--- config.mk ---
export PLATFORM = sky130hd
export DESIGN_NAME = accumulator_bank
export DESIGN_NICKNAME = d
export VERILOG_FILES = /design/src/rtl/accumulator_bank.sv
export SDC_FILE = /design/constraint.sdc
export NUM_CORES = 1
export LEC_CHECK = 0
export BUFFER_PORTS_ARGS = -buffer_cell sky130_fd_sc_hd__buf_2
export CAP_MARGIN = 5
export CELL_PAD_IN_SITES_DETAIL_PLACEMENT = 2
export CELL_PAD_IN_SITES_GLOBAL_PLACEMENT = 2
export CORE_MARGIN = 1
export CORE_UTILIZATION = 24
export CTS_BUF_LIST = sky130_fd_sc_hd__clkbuf_2
export CTS_CLUSTER_SIZE = 14
export DETAILED_ROUTE_END_ITERATION = 6
export PLACE_DENSITY_LB_ADDON = 0.1
export SLEW_MARGIN = 15
export SYNTH_ARGS = -nofsm -noshare
export SYNTH_HDL_FRONTEND = slang
export SYNTH_SLANG_ARGS = --single-unit
export TNS_END_PERCENT = 100
--- constraint.sdc ---
create_clock -name clk -period 18.55 [get_ports clk]
set_input_delay 0.9275 -clock clk [delete_from_list [all_inputs] [get_ports clk]]
set_output_delay 0.9275 -clock clk [all_outputs]
set_load 0.005 [all_outputs]
--- src/rtl/accumulator_bank.sv ---
// Column accumulator bank for the systolic array's vertical outputs.
// Sums ARR_SIZE signed column partial-sums across beats. On request it writes either
// the per-column results or a single cross-column sum to the output buffer through a
// valid/ready handshake.
// Build option: define ACC_SATURATE_EN to clamp accumulator adds and output narrowing
// (any clamp raises the sticky overflow flag); undefined builds wrap and truncate.
module accumulator_bank #(
    parameter int unsigned ARR_SIZE    = 4,
    parameter int unsigned VERTICAL_BW = 32,
    parameter int unsigned ACC_W       = 40,
    parameter int unsigned OUT_W       = 32,
    parameter int unsigned ADDR_W      = 4
) (
    input  logic                         clk,
    input  logic                         rst,
    input  logic                         in_valid,
    input  logic [ARR_SIZE*VERTICAL_BW-1:0] accumulated_val,
    input  logic                         acc_reset,
    input  logic                         mode,
    input  logic                         store_output,
    input  logic [ADDR_W-1:0]            op_buffer_address,
    output logic [ARR_SIZE*OUT_W-1:0]    output_data,
    output logic [ADDR_W-1:0]            output_buffer_addr,
    output logic                         output_buffer_enable,
    input  logic                         output_ready,
    output logic                         busy,
    output logic                         overflow
);

    localparam int unsigned RED_W = ACC_W + $clog2(ARR_SIZE);
    localparam int unsigned IDX_W = $clog2(ARR_SIZE);

    typedef enum logic [1:0] {
        ST_ACC    = 2'd0,
        ST_REDUCE = 2'd1,
        ST_STORE  = 2'd2
    } state_t;

    state_t                     state, state_nxt;
    logic signed [ACC_W-1:0]    acc      [ARR_SIZE];
    logic signed [ACC_W-1:0]    acc_nxt  [ARR_SIZE];
    logic signed [RED_W-1:0]    red_sum, red_sum_nxt, sum_add;
    logic signed [ACC_W-1:0]    sel_acc;
    logic [IDX_W-1:0]           red_idx, red_idx_nxt;
    logic [ARR_SIZE*OUT_W-1:0]  data_nxt;
    logic [ADDR_W-1:0]          addr_nxt;
    logic                       en_nxt;
    logic                       busy_nxt;
    logic                       ovf_nxt;

`ifdef ACC_SATURATE_EN
    localparam logic signed [RED_W-1:0] OUT_MAX = RED_W'({1'b0, {(OUT_W-1){1'b1}}});
    localparam logic signed [RED_W-1:0] OUT_MIN = RED_W'($signed({1'b1, {(OUT_W-1){1'b0}}}));

    // One extra bit of headroom so the true sum is visible before clamping.
    function automatic logic signed [ACC_W:0] acc_wide(input logic signed [ACC_W-1:0] a,
                                                      input logic signed [VERTICAL_BW-1:0] b);
        return (ACC_W+1)'(a) + (ACC_W+1)'(b);
    endfunction

    function automatic logic acc_ovf(input logic signed [ACC_W:0] w);
        return w[ACC_W] != w[ACC_W-1];
    endfunction

    function automatic logic signed [ACC_W-1:0] acc_add(input logic signed [ACC_W-1:0] a,
                                                       input logic signed [VERTICAL_BW-1:0] b);
        logic signed [ACC_W:0] w;
        w = acc_wide(a, b);
        if (acc_ovf(w)) begin
            return w[ACC_W] ? {1'b1, {(ACC_W-1){1'b0}}} : {1'b0, {(ACC_W-1){1'b1}}};
        end
        return w[ACC_W-1:0];
    endfunction

    function automatic logic narrow_ovf(input logic signed [RED_W-1:0] x);
        return (x > OUT_MAX) || (x < OUT_MIN);
    endfunction

    function automatic logic [OUT_W-1:0] narrow(input logic signed [RED_W-1:0] x);
        if (x > OUT_MAX) return OUT_W'(OUT_MAX);
        if (x < OUT_MIN) return OUT_W'(OUT_MIN);
        return OUT_W'(x);
    endfunction
`else
    function automatic logic signed [ACC_W-1:0] acc_add(input logic signed [ACC_W-1:0] a,
                                                       input logic signed [VERTICAL_BW-1:0] b);
        return a + ACC_W'(b);
    endfunction

    function automatic logic [OUT_W-1:0] narrow(input logic signed [RED_W-1:0] x);
        return OUT_W'(x);
    endfunction
`endif

    // Lane currently being folded into the reduce sum.
    always_comb begin
        sel_acc = '0;
        for (int k = 0; k < int'(ARR_SIZE); k++) begin
            if (IDX_W'(k) == red_idx) sel_acc = acc[k];
        end
        sum_add = red_sum + RED_W'(sel_acc);
    end

    // Next-state and next-output logic.
    always_comb begin
        state_nxt   = state;
        acc_nxt     = acc;
        red_sum_nxt = red_sum;
        red_idx_nxt = red_idx;
        data_nxt    = output_data;
        addr_nxt    = output_buffer_addr;
        en_nxt      = output_buffer_enable;
        ovf_nxt     = overflow;

        case (state)
            ST_ACC: begin
                if (acc_reset) begin
                    acc_nxt = '{default: '0};
                    ovf_nxt = 1'b0;
                end else if (in_valid) begin
                    for (int k = 0; k < int'(ARR_SIZE); k++) begin
                        acc_nxt[k] = acc_add(acc[k],
                            $signed(accumulated_val[k*VERTICAL_BW +: VERTICAL_BW]));
`ifdef ACC_SATURATE_EN
                        if (acc_ovf(acc_wide(acc[k],
                                $signed(accumulated_val[k*VERTICAL_BW +: VERTICAL_BW]))))
                            ovf_nxt = 1'b1;
`endif
                    end
                end
                if (store_output) begin
                    addr_nxt    = op_buffer_address;
                    red_idx_nxt = '0;
                    red_sum_nxt = '0;
                    if (mode) begin
                        state_nxt = ST_REDUCE;
                    end else begin
                        state_nxt = ST_STORE;
                        en_nxt    = 1'b1;
                        for (int k = 0; k < int'(ARR_SIZE); k++) begin
                            data_nxt[k*OUT_W +: OUT_W] = narrow(RED_W'(acc_nxt[k]));
`ifdef ACC_SATURATE_EN
                            if (narrow_ovf(RED_W'(acc_nxt[k]))) ovf_nxt = 1'b1;
`endif
                        end
                    end
                end
            end
            ST_REDUCE: begin
                if (acc_reset) begin
                    acc_nxt   = '{default: '0};
                    ovf_nxt   = 1'b0;
                    en_nxt    = 1'b0;
                    state_nxt = ST_ACC;
                end else begin
                    red_sum_nxt = sum_add;
                    if (red_idx == IDX_W'(ARR_SIZE-1)) begin
                        state_nxt             = ST_STORE;
                        en_nxt                = 1'b1;
                        data_nxt              = '0;
                        data_nxt[OUT_W-1:0]   = narrow(sum_add);
`ifdef ACC_SATURATE_EN
                        if (narrow_ovf(sum_add)) ovf_nxt = 1'b1;
`endif
                    end else begin
                        red_idx_nxt = red_idx + IDX_W'(1);
                    end
                end
            end
            ST_STORE: begin
                if (acc_reset) begin
                    acc_nxt   = '{default: '0};
                    ovf_nxt   = 1'b0;
                    en_nxt    = 1'b0;
                    state_nxt = ST_ACC;
                end else if (output_ready) begin
                    acc_nxt   = '{default: '0};
                    en_nxt    = 1'b0;
                    state_nxt = ST_ACC;
                end
            end
            default: begin
                state_nxt = ST_ACC;
                en_nxt    = 1'b0;
            end
        endcase

        busy_nxt = (state_nxt != ST_ACC);
    end

    // State and datapath registers.
    always_ff @(posedge clk or posedge rst) begin
        if (rst) begin
            state                <= ST_ACC;
            acc                  <= '{default: '0};
            red_sum              <= '0;
            red_idx              <= '0;
            output_data          <= '0;
            output_buffer_addr   <= '0;
            output_buffer_enable <= 1'b0;
            busy                 <= 1'b0;
            overflow             <= 1'b0;
        end else begin
            state                <= state_nxt;
            acc                  <= acc_nxt;
            red_sum              <= red_sum_nxt;
            red_idx              <= red_idx_nxt;
            output_data          <= data_nxt;
            output_buffer_addr   <= addr_nxt;
            output_buffer_enable <= en_nxt;
            busy                 <= busy_nxt;
            overflow             <= ovf_nxt;
        end
    end

endmodule

==> results of run 1 <==
## metal layers
metal | vias to the layer above | GRT usage (%) | routed length (um)
met5 | - | 0 | 27
met4 | 4 | 8.13 | 3380
met3 | 159 | 2.82 | 3550
met2 | 445 | 37.1 | 48100
met1 | 10700 | 32.2 | 51200
li1 | 9747 | - | -
## how the worst max path moves through the flow
stage / depth (start not counted) / end / start / slack [ps]
after floorplan: 1 / acc[0]$_DFFE_PP0P_ / rst / 9390
after global placement: 18 / output_data[21]$_DFFE_PP0P_ / red_idx[1]$_DFFE_PP0P_ / 13520
after detailed placement: 18 / output_data[21]$_DFFE_PP0P_ / red_idx[1]$_DFFE_PP0P_ / 13520
after CTS: 18 / output_data[21]$_DFFE_PP0P_ / red_idx[1]$_DFFE_PP0P_ / 13490
after global routing: 18 / output_data[21]$_DFFE_PP0P_ / red_idx[1]$_DFFE_PP0P_ / 13130
final: 18 / output_data[21]$_DFFE_PP0P_ / red_idx[1]$_DFFE_PP0P_ / 13500
## synthesized netlist by cell type (16+ instances only)
cell type / number
nor2b_1: 22
mux2i_1: 71
a22o_1: 112
a21o_1: 77
xnor2_1: 92
o21bai_1: 21
nand3_1: 49
clkbuf_1: 105
o31ai_1: 23
dfrtp_1: 298
o21a_1: 24
nand2b_1: 16
o21ai_0: 233
ha_1: 166
nor3_1: 34
buf_1: 25
nand2_1: 316
a211oi_1: 16
inv_1: 66
a21oi_1: 228
nor2_1: 243
a31oi_1: 36
xor2_1: 34
nand4_1: 18
## power by group through the flow
stage          combinational, W  sequential (W)  clock [W]
3_5_place_dp            0.00253         0.00127          0
3_3_place_gp            0.00248         0.00127          0
5_1_grt                 0.00278         0.00129   0.000599
6_report                0.00253         0.00126   0.000542
2_1_floorplan           0.00164         0.00109          0
4_1_cts                 0.00255         0.00126   0.000575
## stage by stage
stage                     total power (W)  util (%)  setup WS (ps)  instances  cell area (um^2)
after floorplan                   0.00273         -           9390       2528             21400
after global placement            0.00374      27.2          13520       3863             24000
after detailed placement          0.00381      27.2          13520       3863             24000
after CTS                         0.00439      28.2          13490       4029             24900
after global routing              0.00467      28.2          13130       4031             24900
final                             0.00433      28.2          13500       4031             24900
## state kept, by name (all words and copies together), names as in the netlist
signal,flops
acc,128
busy,1
output_buffer_addr,4
output_buffer_enable,1
output_data,128
red_idx,2
red_sum,32
state,2
## cells by family after synthesis
logic type / count (synthesis) / synth area share, %
fa+ha+maj: 171 / 10.2
other cells: 1 / 0.0175
compound gates: 881 / 26.6
mux: 85 / 4.05
simple gates: 768 / 15.8
xor+xnor: 126 / 5.15
buf+inv: 198 / 3.49
flops: 298 / 34.8
## worst max-delay path, delay by kind of cell (launching register included)
family	cells	cell delay (ps)
xor gates and xnor gates	1	180
and+or+nand+nor	5	1040
DFF	1	450
adders and majority gates	2	450
AOI/OAI and AO/OA	8	2160
buffers and inverters	2	610
## cell type report
type | count | area share (%)
inverter | 67 | 1.04
tap | 1165 | 5.86
clock inverter | 22 | 0.332
clock buffer | 137 | 2.76
antenna | 2 | 0.0201
multi-input combinational | 2032 | 53.4
timing repair buffer | 308 | 6.65
sequential | 298 | 30.0
==> results.sh, run 1 <==
export IMPL_p_seq_share_pct=29.1
export IMPL_hold_start="accumulated_val[96]"
export IMPL_coreArea_um2=88400
export IMPL_ys_ff_latch=298
export IMPL_cts_max_path_buffers=3
export IMPL_grt_max_degree=104
export IMPL_maxCapViolCount=0
export IMPL_ant_nets=0
export IMPL_synth_distinct_cells=89
export IMPL_synth_area_leaders="dfrtp_1 (35%), ha_1 (9.7%), nand2_1 (5.5%), o21ai_0 (5.4%), a21oi_1 (5.3%)"
export IMPL_place_gp_congestion=0.882
export IMPL_max_stage_delay_ps=510
export IMPL_hold_depth=4
export IMPL_path_clk_slew_ps=120
export IMPL_cts_resized=0
export IMPL_syn_inst=2528
export IMPL_r2r_start="red_idx[1]$_DFFE_PP0P_"
export IMPL_die_h_um=301
export IMPL_hp_class="primary input to flop"
export IMPL_hold_ws_ps=267
export IMPL_tns_ps=0
export IMPL_wl_mm=106
export IMPL_critical_path_slowest_cell="buf_4"
export IMPL_finalHoldViolCount=0
export IMPL_tightest_slew_ps=1170
export IMPL_swShare_pct=53.4
export IMPL_finalSetupViolCount=0
export IMPL_rows=109
export IMPL_grt_usage_pct=23.3
export IMPL_finalCritPeriodShare_pct=27.2
export IMPL_ys_async_sr_fraction_pct=100
export IMPL_cts_sinks=298
export IMPL_drtIter0Drc=921
export IMPL_vias=21100
export IMPL_critPathKind="flop to flop"
export IMPL_antenna_found_initial=6
export IMPL_required_ps=19590
export IMPL_r2r_end="output_data[21]$_DFFE_PP0P_"
export IMPL_fmax_mhz=198
export IMPL_slew_violations=0
export IMPL_cts_inserted_buffers=97
export IMPL_ys_dominant_reg_cell="dfrtp_1"
export IMPL_ys_seq_area_share_pct=34.8
export IMPL_grt_pass1_vias=22800
export IMPL_status="finished clean"
export IMPL_cts_htree_levels=3
export IMPL_cp_start_kind="flop"
export IMPL_crit_top_cell="a21oi_1"
export IMPL_synth_enable_flop_cells=0
export IMPL_rsz0062_at_grt="false"
export IMPL_fp_dieW_um=301
export IMPL_portBuffers=272
export IMPL_ys_warnings_count=0
export IMPL_reg2reg_depth=18
export IMPL_start_util_pct=24.3
export IMPL_drc_errors=0
export IMPL_cts_root_buf="clkbuf_2"
export IMPL_r2r_slack_ps=13500
export IMPL_ios=274
export IMPL_layout_common_cells="nand2_1 (315), dfrtp_1 (298), buf_2 (271), nor2_1 (239), o21ai_0 (233)"
export IMPL_p_switching_w=0.00231
export IMPL_ir_drop_mv=0.0605
export IMPL_worst_setup_path_end_kind="flop"
export IMPL_fin_worst_skew_ps=115
export IMPL_critPathArrivalTime_ps=6090
export IMPL_hold_buffers=7
export IMPL_p_leak_nw=12.2
export IMPL_seq_area_um2=7460
export IMPL_synth_fp_nets=2838
export IMPL_synth_area_per_cell_um2=8.48
export IMPL_cellPowerDensity_nw_per_um2=174
export IMPL_wl_per_cell_um=26.4
export IMPL_internal_power_w=0.00202
export IMPL_area_delta_synth_final_pct=16.1
export IMPL_layout_commonest_cell="nand2_1"
export IMPL_cts_tree="done"
export IMPL_relSlewSlack_pct=21.2
export IMPL_crit_chain="inv_1 > ha_2 > buf_4 > nor2_1 > a21oi_1 > nor2_1 > a21oi_1 > o21ai_0 > ha_1 > or3_4 > a211oi_2 > nor3_1 > o2111ai_2 > nand3_1 > a21bo_2 > a21oi_1 > xnor2_1 > a221o_1"
export IMPL_synth_top_area_share_pct=34.8
export IMPL_place_hpwl_mm=81.5
export IMPL_multi_input_area_um2=13300
export IMPL_grt_pass1_wl_mm=155
export IMPL_fin_crit_ps=5050
export IMPL_grt_remaining_overflow=0
export IMPL_power_frac_clock_pct=12.5
export IMPL_syn_area_um2=21400
export IMPL_die_area_um2=90500
export IMPL_drive_above_1_share_pct=17.5
export IMPL_hold_path_endpoint="output_data[96]$_DFFE_PP0P_"
export IMPL_final_fill_count=10200
export IMPL_postCtsSetupBuffers=0
export IMPL_nets=3114
export IMPL_yosysTopAreaCell="dfrtp_1"
export IMPL_clk_latency_ps=1210
export IMPL_path_max_fanout=64
export IMPL_combinationalPowerShare_pct=58.4
export IMPL_vias_per_cell=5.23
export IMPL_firstDrtPassIters=5
Note: power is estimated with default switching activity, not from simulation.
==> run 2, diff against run 1 <==
Clock period 18.55 ns to 4.85 ns, I/O delays scaled along.
==> results.sh, run 2 (same netlist as run 1, synthesis figures left out) <==
export IMPL_area_delta_synth_final_pct=26.7
export IMPL_portBuffers=272
export IMPL_fmax_mhz=219
export IMPL_ir_drop_mv=0.216
export IMPL_wl_mm=111
export IMPL_critical_path_slowest_cell="dlygate4sd3_1"
export IMPL_coreArea_um2=88400
export IMPL_r2r_start="acc[132]$_DFFE_PP0P_"
export IMPL_maxCapViolCount=0
export IMPL_nets=3334
export IMPL_worst_setup_path_end_kind="flop"
export IMPL_finalHoldViolCount=0
export IMPL_tns_ps=0
export IMPL_finalSetupViolCount=0
export IMPL_grt_pass1_wl_mm=162
export IMPL_cts_htree_levels=3
export IMPL_slew_violations=0
export IMPL_rsz0062_at_grt="false"
export IMPL_gr_usage_met2_pct=39.8
export IMPL_gr_usage_met3_pct=3.14
export IMPL_drc_errors=0
export IMPL_fp_dieW_um=301
export IMPL_grt_remaining_overflow=0
export IMPL_grt_pass1_vias=24000
export IMPL_clk_latency_ps=1250
export IMPL_start_util_pct=24.3
export IMPL_final_fill_count=10200
export IMPL_layout_commonest_cell="nand2_1"
export IMPL_vias=22000
export IMPL_cts_sinks=298
export IMPL_crit_chain="ha_1 > nand4_1 > o21bai_1 > a31o_2 > a311o_1 > o21ba_2 > o21a_2 > nor2_2 > nor2_2 > xnor2_1 > dlygate4sd3_1 > a32o_1 > a31o_1 > dlygate4sd3_1"
export IMPL_drive_above_1_share_pct=16.8
export IMPL_reg2reg_depth=14
export IMPL_die_area_um2=90500
export IMPL_grt_met1_usage_pct=32.9
export IMPL_hp_class="primary input to flop"
export IMPL_multi_input_area_um2=13300
export IMPL_drtIter0Drc=1035
export IMPL_tightest_slew_ps=979
export IMPL_firstDrtPassIters=7
export IMPL_critPathKind="flop to flop"
export IMPL_rows=109
export IMPL_place_gp_congestion=0.866
export IMPL_fin_worst_skew_ps=115
export IMPL_final_util_pct=30.7
export IMPL_grt_max_degree=147
export IMPL_cts_resized=0
export IMPL_crit_path_end="acc[151]$_DFFE_PP0P_"
export IMPL_wl_per_cell_um=26.0
export IMPL_startpoint="acc[132]$_DFFE_PP0P_"
export IMPL_cts_root_buf="clkbuf_2"
export IMPL_top_usage_layer="met2"
export IMPL_status="finished clean"
export IMPL_ant_nets=0
export IMPL_relSlewSlack_pct=34.7
export IMPL_path_clk_slew_ps=120
export IMPL_fin_crit_ps=4570
export IMPL_layout_common_cells="nand2_1 (315), dfrtp_1 (298), buf_2 (271), nor2_1 (240), o21ai_0 (233)"
export IMPL_postCtsSetupBuffers=0
export IMPL_antenna_found_initial=5
export IMPL_p_leak_nw=13.2
export IMPL_die_h_um=301
export IMPL_vias_per_cell=5.17
export IMPL_reg_top3="acc x128, output_data x128, red_sum x32"
export IMPL_finalCritPeriodShare_pct=94.2
export IMPL_r2r_end="acc[151]$_DFFE_PP0P_"
export IMPL_cts_max_path_buffers=3
export IMPL_cellPowerDensity_nw_per_um2=645
export IMPL_r2r_slack_ps=280
export IMPL_cts_tree="done"
export IMPL_max_stage_delay_ps=590
export IMPL_cp_start_kind="flop"
export IMPL_critPathArrivalTime_ps=5620
export IMPL_seq_area_um2=7460
export IMPL_required_ps=5900
export IMPL_cts_inserted_buffers=96
export IMPL_place_hpwl_mm=83.3
export IMPL_ios=274
export IMPL_grt_usage_pct=24.2
export IMPL_path_max_fanout=5
run 2: final cells by class:
type / count / share of cell area, %
diodes: 2 / 0.0184
well taps: 1165 / 5.37
inverters: 67 / 0.940
clock inverters: 20 / 0.493
multi-input cells: 2032 / 48.9
clock buffers: 136 / 2.51
repair buffers: 529 / 14.3
flip-flops and latches: 298 / 27.5
run 2: worst min path at each step:
stage	startpoint	to	slack [ps]	depth (start not counted)
final	accumulated_val[4]	output_data[4]$_DFFE_PP0P_	120	8
after global placement	rst	output_data[54]$_DFFE_PP0P_	290	2
after floorplan	op_buffer_address[0]	output_buffer_addr[0]$_DFFE_PP0P_	390	1
after CTS	accumulated_val[4]	output_data[4]$_DFFE_PP0P_	10	8
after detailed placement	rst	output_data[54]$_DFFE_PP0P_	300	2
after global routing	accumulated_val[4]	output_data[4]$_DFFE_PP0P_	120	8
run 2: per-stage QoR:
stage,hold WS (ps),setup slack (ps),cells,cell area (um^2),total power (W)
2_1_floorplan,393,648,2528,21400,0.0104
3_3_place_gp,290,509,3876,24200,0.0144
3_5_place_dp,299,425,3876,24200,0.0146
4_1_cts,9.93,234,4247,27200,0.0177
5_1_grt,123,22.4,4248,27200,0.0189
6_report,120,279,4249,27200,0.0175
run 2: where the power goes:
group          internal, W  switching, W  total (W)  leakage [nW]
logic              0.00421       0.00617     0.0104          8.61
clock network     0.000848       0.00136    0.00221         0.633
registers          0.00344       0.00151    0.00494          3.98
total              0.00849       0.00903     0.0175          13.2
run 2: critical path: cells and delay by family, from the launching register on:
kind | cells | cell delay (ps)
simple gates | 3 | 350
buf+inv | 2 | 1140
xor+xnor | 1 | 110
compound gates | 7 | 1790
fa+ha+maj | 1 | 460
flops | 1 | 560
run 2: layer usage:
| metal | wire [um] | vias up |
|---|---|---|
| li1 | - | 10200 |
| met2 | 51300 | 461 |
| met4 | 2680 | 0 |
| met5 | 0 | - |
| met3 | 4250 | 132 |
| met1 | 52300 | 11200 |
run 2: repair_timing:
| item | 4_1_cts | 5_1_grt |
|---|---|---|
| hold buffers | 215 | 0 |
| setup endpoints to repair | 0 | 0 |
| endpoints found under the hold margin | 566 | 0 |
